===== src/rtl/pong_pkg.sv =====
// Shared definitions for the Pong match sequencer.
// Holds the match-phase encoding, the score width and the default winning score.
package pong_pkg;

  localparam int unsigned SCORE_W           = 4;
  localparam int unsigned MAX_SCORE_DEFAULT = 11;

  // Match phases; PAUSED is only reachable when PONG_PAUSE_EN is defined
  typedef enum logic [2:0] {
    STARTUP    = 3'd0,
    SERVE_WAIT = 3'd1,
    SERVE      = 3'd2,
    RALLY      = 3'd3,
    POINT      = 3'd4,
    GAME_OVER  = 3'd5,
    PAUSED     = 3'd6
  } state_e;

endpackage


===== src/rtl/pong_btn_arm.sv =====
// Release-then-press detector for the player buttons.
// A press is accepted only after the buttons have been seen released at least
// once since clr was last asserted, so a button held across a phase change is
// never taken as a new press.
// Ports:
//   clk_0   - clock
//   rst     - synchronous active-high reset
//   clr     - hold high while presses must not be evaluated; clears armed
//   any_btn - high while any player button is pressed
//   armed   - registered: a release has been observed since clr dropped
//   accept  - combinational one-cycle strobe: armed and a button is pressed
module pong_btn_arm
  import pong_pkg::*;
(
  input  logic clk_0,
  input  logic rst,
  input  logic clr,
  input  logic any_btn,
  output logic armed,
  output logic accept
);

  logic armed_q;
  logic armed_d;

  // Arm on the first cycle with all buttons released
  always_comb begin
    armed_d = armed_q;
    if (clr) begin
      armed_d = 1'b0;
    end else if (!any_btn) begin
      armed_d = 1'b1;
    end
  end

  always_ff @(posedge clk_0) begin
    if (rst) begin
      armed_q <= 1'b0;
    end else begin
      armed_q <= armed_d;
    end
  end

  assign armed  = armed_q;
  assign accept = armed_q & any_btn & ~clr;

endmodule


===== src/rtl/pong_match_sequencer.sv =====
// Match-level controller for the Pong physics datapath: startup lockout,
// serve delay, rally, point award, game over and optional pause.
// Optional feature macro: PONG_PAUSE_EN (adds the PAUSED state driven by
// falling edges of pause_n; when undefined pause_n is unused).
// Ports:
//   clk_0, rst                         - clock, synchronous active-high reset
//   up_p1/down_p1/up_p2/down_p2        - active-low player buttons
//   pause_n                            - active-low pause button
//   miss_left / miss_right             - square left the field (P2 / P1 scores)
//   physics_en                         - physics may move sprites (RALLY)
//   serve_pulse, serve_dir             - re-centre strobe and serve direction
//   sq_shown                           - square visible
//   score_p1, score_p2                 - current scores
//   game_startup, game_over, winner    - match status
module pong_match_sequencer
  import pong_pkg::*;
#(
  parameter int unsigned LOCKOUT_CYCLES = 2_500_000,
  parameter int unsigned SERVE_DELAY    = 50_350_000,
  parameter int unsigned MAX_SCORE      = MAX_SCORE_DEFAULT,
  parameter int unsigned CNT_W          = 27
) (
  input  logic               clk_0,
  input  logic               rst,
  input  logic               up_p1,
  input  logic               down_p1,
  input  logic               up_p2,
  input  logic               down_p2,
  input  logic               pause_n,
  input  logic               miss_left,
  input  logic               miss_right,
  output logic               physics_en,
  output logic               serve_pulse,
  output logic               serve_dir,
  output logic               sq_shown,
  output logic [SCORE_W-1:0] score_p1,
  output logic [SCORE_W-1:0] score_p2,
  output logic               game_startup,
  output logic               game_over,
  output logic               winner
);

  localparam logic [CNT_W-1:0]   LOCK_LAST  = CNT_W'(LOCKOUT_CYCLES - 1);
  localparam logic [CNT_W-1:0]   SERVE_LAST = CNT_W'(SERVE_DELAY - 1);
  localparam logic [SCORE_W-1:0] SCORE_MAX  = SCORE_W'(MAX_SCORE);

  state_e             state_q, state_d;
  logic [CNT_W-1:0]   cnt_q, cnt_d;
  logic               lock_done_q, lock_done_d;
  logic [SCORE_W-1:0] p1_q, p1_d;
  logic [SCORE_W-1:0] p2_q, p2_d;
  logic               dir_q, dir_d;
  logic               win_q, win_d;
  logic               phys_q, pulse_q, shown_q, start_q, over_q;

  logic any_btn_c;
  logic arm_clr_c;
  logic accept_c;
  logic unused_armed;
  logic pause_fall_c;

  assign any_btn_c = ~(up_p1 & down_p1 & up_p2 & down_p2);

  // Presses are only evaluated after the lockout or while the match is over
  assign arm_clr_c = ~(((state_q == STARTUP) && lock_done_q) || (state_q == GAME_OVER));

  pong_btn_arm u_btn_arm (
    .clk_0   (clk_0),
    .rst     (rst),
    .clr     (arm_clr_c),
    .any_btn (any_btn_c),
    .armed   (unused_armed),
    .accept  (accept_c)
  );

`ifdef PONG_PAUSE_EN
  logic pause_q;

  // Previous pause_n level; reset to released so reset never fakes an edge
  always_ff @(posedge clk_0) begin
    if (rst) begin
      pause_q <= 1'b1;
    end else begin
      pause_q <= pause_n;
    end
  end

  assign pause_fall_c = pause_q & ~pause_n;
`else
  logic unused_pause;
  assign unused_pause = pause_n;
  assign pause_fall_c = 1'b0;
`endif

  // Next-state, counter and score logic
  always_comb begin
    state_d     = state_q;
    cnt_d       = '0;
    lock_done_d = lock_done_q;
    p1_d        = p1_q;
    p2_d        = p2_q;
    dir_d       = dir_q;
    win_d       = win_q;

    case (state_q)
      STARTUP: begin
        if (cnt_q == LOCK_LAST) begin
          cnt_d       = cnt_q;
          lock_done_d = 1'b1;
        end else begin
          cnt_d = cnt_q + CNT_W'(1);
        end
        if (accept_c) begin
          state_d = SERVE_WAIT;
          cnt_d   = '0;
          p1_d    = '0;
          p2_d    = '0;
          dir_d   = 1'b0;
          win_d   = 1'b0;
        end
      end

      SERVE_WAIT: begin
        if (cnt_q == SERVE_LAST) begin
          state_d = SERVE;
        end else begin
          cnt_d = cnt_q + CNT_W'(1);
        end
      end

      SERVE: begin
        state_d = RALLY;
      end

      RALLY: begin
        if (miss_left && miss_right) begin
          // Simultaneous exits are a let: re-serve in the same direction
          state_d = SERVE_WAIT;
        end else if (miss_right) begin
          state_d = POINT;
          p1_d    = (p1_q == SCORE_MAX) ? p1_q : p1_q + SCORE_W'(1);
          dir_d   = 1'b0;
        end else if (miss_left) begin
          state_d = POINT;
          p2_d    = (p2_q == SCORE_MAX) ? p2_q : p2_q + SCORE_W'(1);
          dir_d   = 1'b1;
        end else if (pause_fall_c) begin
          state_d = PAUSED;
        end
      end

      POINT: begin
        if (p1_q == SCORE_MAX) begin
          state_d = GAME_OVER;
          win_d   = 1'b0;
        end else if (p2_q == SCORE_MAX) begin
          state_d = GAME_OVER;
          win_d   = 1'b1;
        end else begin
          state_d = SERVE_WAIT;
        end
      end

      GAME_OVER: begin
        if (accept_c) begin
          state_d = SERVE_WAIT;
          p1_d    = '0;
          p2_d    = '0;
          dir_d   = 1'b0;
          win_d   = 1'b0;
        end
      end

`ifdef PONG_PAUSE_EN
      PAUSED: begin
        if (pause_fall_c) begin
          state_d = RALLY;
        end
      end
`endif

      default: begin
        state_d = STARTUP;
      end
    endcase
  end

  // State, datapath and registered phase outputs
  always_ff @(posedge clk_0) begin
    if (rst) begin
      state_q     <= STARTUP;
      cnt_q       <= '0;
      lock_done_q <= 1'b0;
      p1_q        <= '0;
      p2_q        <= '0;
      dir_q       <= 1'b0;
      win_q       <= 1'b0;
      phys_q      <= 1'b0;
      pulse_q     <= 1'b0;
      shown_q     <= 1'b0;
      start_q     <= 1'b1;
      over_q      <= 1'b0;
    end else begin
      state_q     <= state_d;
      cnt_q       <= cnt_d;
      lock_done_q <= lock_done_d;
      p1_q        <= p1_d;
      p2_q        <= p2_d;
      dir_q       <= dir_d;
      win_q       <= win_d;
      phys_q      <= (state_d == RALLY);
      pulse_q     <= (state_d == SERVE);
      shown_q     <= (state_d == SERVE) || (state_d == RALLY) || (state_d == PAUSED);
      start_q     <= (state_d == STARTUP);
      over_q      <= (state_d == GAME_OVER);
    end
  end

  assign physics_en   = phys_q;
  assign serve_pulse  = pulse_q;
  assign serve_dir    = dir_q;
  assign sq_shown     = shown_q;
  assign score_p1     = p1_q;
  assign score_p2     = p2_q;
  assign game_startup = start_q;
  assign game_over    = over_q;
  assign winner       = win_q;

endmodule


===== config.mk =====
export PLATFORM = sky130hd
export DESIGN_NAME = pong_match_sequencer
export DESIGN_NICKNAME = d
export VERILOG_FILES = /design/src/rtl/pong_pkg.sv /design/src/rtl/pong_btn_arm.sv /design/src/rtl/pong_match_sequencer.sv
export SDC_FILE = /design/constraint.sdc
export NUM_CORES = 1
export LEC_CHECK = 0
export CAP_MARGIN = 20
export CORE_ASPECT_RATIO = 0.7
export CORE_UTILIZATION = 25
export CTS_BUF_LIST = sky130_fd_sc_hd__clkbuf_8 sky130_fd_sc_hd__clkbuf_16
export DETAILED_ROUTE_END_ITERATION = 10
export REMOVE_ABC_BUFFERS = 1
export SLEW_MARGIN = 10
export SYNTH_ARGS = -nofsm -noshare
export SYNTH_HDL_FRONTEND = slang
export SYNTH_SLANG_ARGS = --single-unit

===== constraint.sdc =====
create_clock -name clk_0 -period 4.4 [get_ports clk_0]
set_input_delay 0.88 -clock clk_0 [delete_from_list [all_inputs] [get_ports clk_0]]
set_output_delay 0.88 -clock clk_0 [all_outputs]
set_load 0.005 [all_outputs]

==> results.toml <==
[run_status]
status = "finished, final reports clean"

[sta]
maxSlewViolCount = 0
relSlewSlack = 0.416
final.min_clock_period_ns = 2.64
rsz0062_at_grt = "false"
tns_ns = 0
worst_slew_pin_slew_ns = 0.876
max_freq_mhz = 378
finalCritPeriodShare = 0.601
hold_viol = 0
finClkSkew_ns = 0.00719
setup_violations = 0

[worst_setup_path]
cp-endpoint = "cnt_q[2]"
critPathRequiredTime_ns = 4.52
r2r-end = "cnt_q[2]"
r2r_start = "cnt_q[12]"
path_max_fanout = 27
start_kind = "primary input"
crit_start = "down_p2"
ff2ff_setup_slack_ns = 1.98
critPathArrivalTime_ns = 2.77
path_class = "in2reg"
worst-r2r-cell-count = 5
critPathCaptureType = "register"

[yosys]
yosysSeqAreaShare = 0.396
synth_top_family_by_area = "simple AND/OR/NAND/NOR gates"
synth_flop_cell = "dfxtp_1"
synth_cell_type_count = 46
avgSynthCellArea_sq_um = 8.43
synth_xor_xnor_area_share = 0.0921
yosys_register_bits = 47
synth_edf_count = 0
yosysWarnings = 0
async_flop_share = 0
synth_compound_area_frac = 0.113
synth_fa_ha_area_frac = 0.0158
muxShareOfSynthArea = 0.0210
mappedNetlistArea_sq_um = 2380
syn_inst = 282
synthSimpleGateAreaFrac = 0.326

[routing]
final_antenna_net_count = 0
vias = 2005
drtIter0Drc = 135
routed_wl_mm = 5.26
drc_errors = 0
drtPass1Iterations = 4
avgViaCountPerCell = 4.71
wl_per_cell_um = 12.3

[die]
dieArea_sq_um = 9910
die_height_um = 83.6
coreArea_sq_um = 9140
pin_count = 24
row_count = 29
die_w_um = 119
start_util = 0.260

[power_and_ir_drop]
power_leakage_nw = 0.944
power_density_nw_per_um2 = 289
ir_worst_vdd_mv = 0.141
p_total_w = 0.000823

[clock_tree]
cts_hold_buf = 0
cts_sinks = 47
post-cts-setup-buffers = 0
clk_pin_slew_ns = 0.06
htree_levels = 2
cts_tree = "yes"
cts_root_buf = "clkbuf_16"
cts_buffers = 5
post_cts_resized = 0
clk_latency_ns = 0.28
clockBufferDepth = 2

[final_layout]
layout_common_cells = "47 x dfxtp_1, 36 x nor2_1, 22 x clkdlybuf4s50_1"
final_common_cell = "dfxtp_1"
syn_to_final_growth_pct = 19.6
fillCellCount = 981
drive_gt1_frac = 0.0596
nets = 313
final_cells = 426
diodes = 0

[hold_path]
min_path_type = "reg2reg"

[global_routing]
grt_pass1_wl_mm = 8.75
grt_pass1_vias = 1741
grt_remaining_overflow = 0
antenna_found_initial = 0
grt_max_degree = 28
gr-usage-all-layers = 0.108

[place]
dp.final_hpwl_mm = 3.92
placedCellCount = 418
io_buffers = 22
routabilityCongestion = 0.775

[run]
drv_cap = 0
-- where the power goes --
| group | switching (W) | leakage (nW) | internal, W |
|---|---|---|---|
| Combinational | 0.0000146 | 0.494 | 0.0000116 |
| Sequential | 0.00000297 | 0.379 | 0.000428 |
| Clock | 0.000158 | 0.0710 | 0.000208 |
| Total | 0.000176 | 0.944 | 0.000647 |
-- Yosys cell counts (2+ instances only) --
master     n  area share
a211oi_1   4       0.013
a21o_1     3      0.0095
a21oi_1   10       0.021
a41oi_1    2      0.0074
and2_1     4       0.011
and3_1     6       0.016
and3b_1    2      0.0074
and4_1     3       0.011
buf_2      4      0.0084
clkbuf_1   5      0.0079
dfxtp_1   47        0.40
ha_1       3       0.016
inv_1     10       0.016
mux2i_1    5       0.021
nand2_1   19       0.030
nand2b_1   2      0.0053
nand3_1   17       0.036
nand3b_1   2      0.0063
nand4_1   10       0.026
nor2_1    36       0.057
nor2b_1    5       0.013
nor3_1     7       0.015
nor3b_1    3      0.0095
nor4_1     6       0.016
nor4_2     2       0.011
nor4b_1    2      0.0074
o21ai_0   12       0.025
o22ai_1    2      0.0053
or2_2      5       0.013
or3_1      4       0.011
or3_2      2      0.0063
xnor2_1   16       0.059
xor2_1     9       0.033
-- worst min-delay path by stage --
stage	slack (ns)	endpoint	cells past startpoint	startpoint
after floorplan	0.45	lock_done_q	2	lock_done_q
after global placement	0.46	serve_dir	2	serve_dir
after detailed placement	0.46	serve_dir	2	serve_dir
after CTS	0.47	serve_dir	2	serve_dir
after global routing	0.50	serve_dir	2	serve_dir
final	0.47	serve_dir	2	serve_dir
-- final cells by class --
type                            count  area, sq um  area share
Clock buffer                        5          125      0.0440
Clock inverter                      3         16.3     0.00572
Inverter                           10         37.5      0.0132
Multi-Input combinational cell    215         1350       0.474
Sequential cell                    47          941       0.331
Tap cell                          124          155      0.0545
Timing Repair Buffer               22          220      0.0774
-- through the flow --
| stage | setup WS, ns | cell area (sq um) | utilization | hold WS (ns) |
|---|---|---|---|---|
| floorplan | 2.19 | 2330 | - | 0.448 |
| global placement | 1.43 | 2700 | 0.296 | 0.461 |
| detailed placement | 1.42 | 2700 | 0.296 | 0.465 |
| CTS | 1.71 | 2850 | 0.311 | 0.473 |
| global route | 1.55 | 2850 | 0.311 | 0.499 |
| finish | 1.76 | 2850 | 0.311 | 0.468 |
-- kinds of logic after synthesis --
family	Yosys count
flops	47
fa+ha+maj	3
buf+inv	20
simple gates	142
compound gates	40
mux	5
xor+xnor	25
-- critical path: stages --
cell and delay, ns:
clkdlybuf4s50_1 0.41, and4_1 0.26, o41a_1 0.34, nand2b_1 0.08, a21o_1 0.66, o22ai_1 0.13
-- registers in the layout (all words and copies together), names as in the netlist --
name,count
serve_dir,1
u_btn_arm.armed,1
cnt_q,27
score_p2,4
sq_shown,1
winner,1
serve_pulse,1
state_q,3
game_over,1
lock_done_q,1
score_p1,4
game_startup,1
physics_en,1
-- routing by layer --
metal | vias up | routed length [um] | track usage
li1 | 1040 | - | -
met1 | 929 | 2960 | 0.169
met2 | 34 | 2060 | 0.151
met3 | 2 | 202 | 0.0205
met4 | 0 | 29 | 0.0207
met5 | - | 0 | 0
Power figures use the tool's default switching activity.
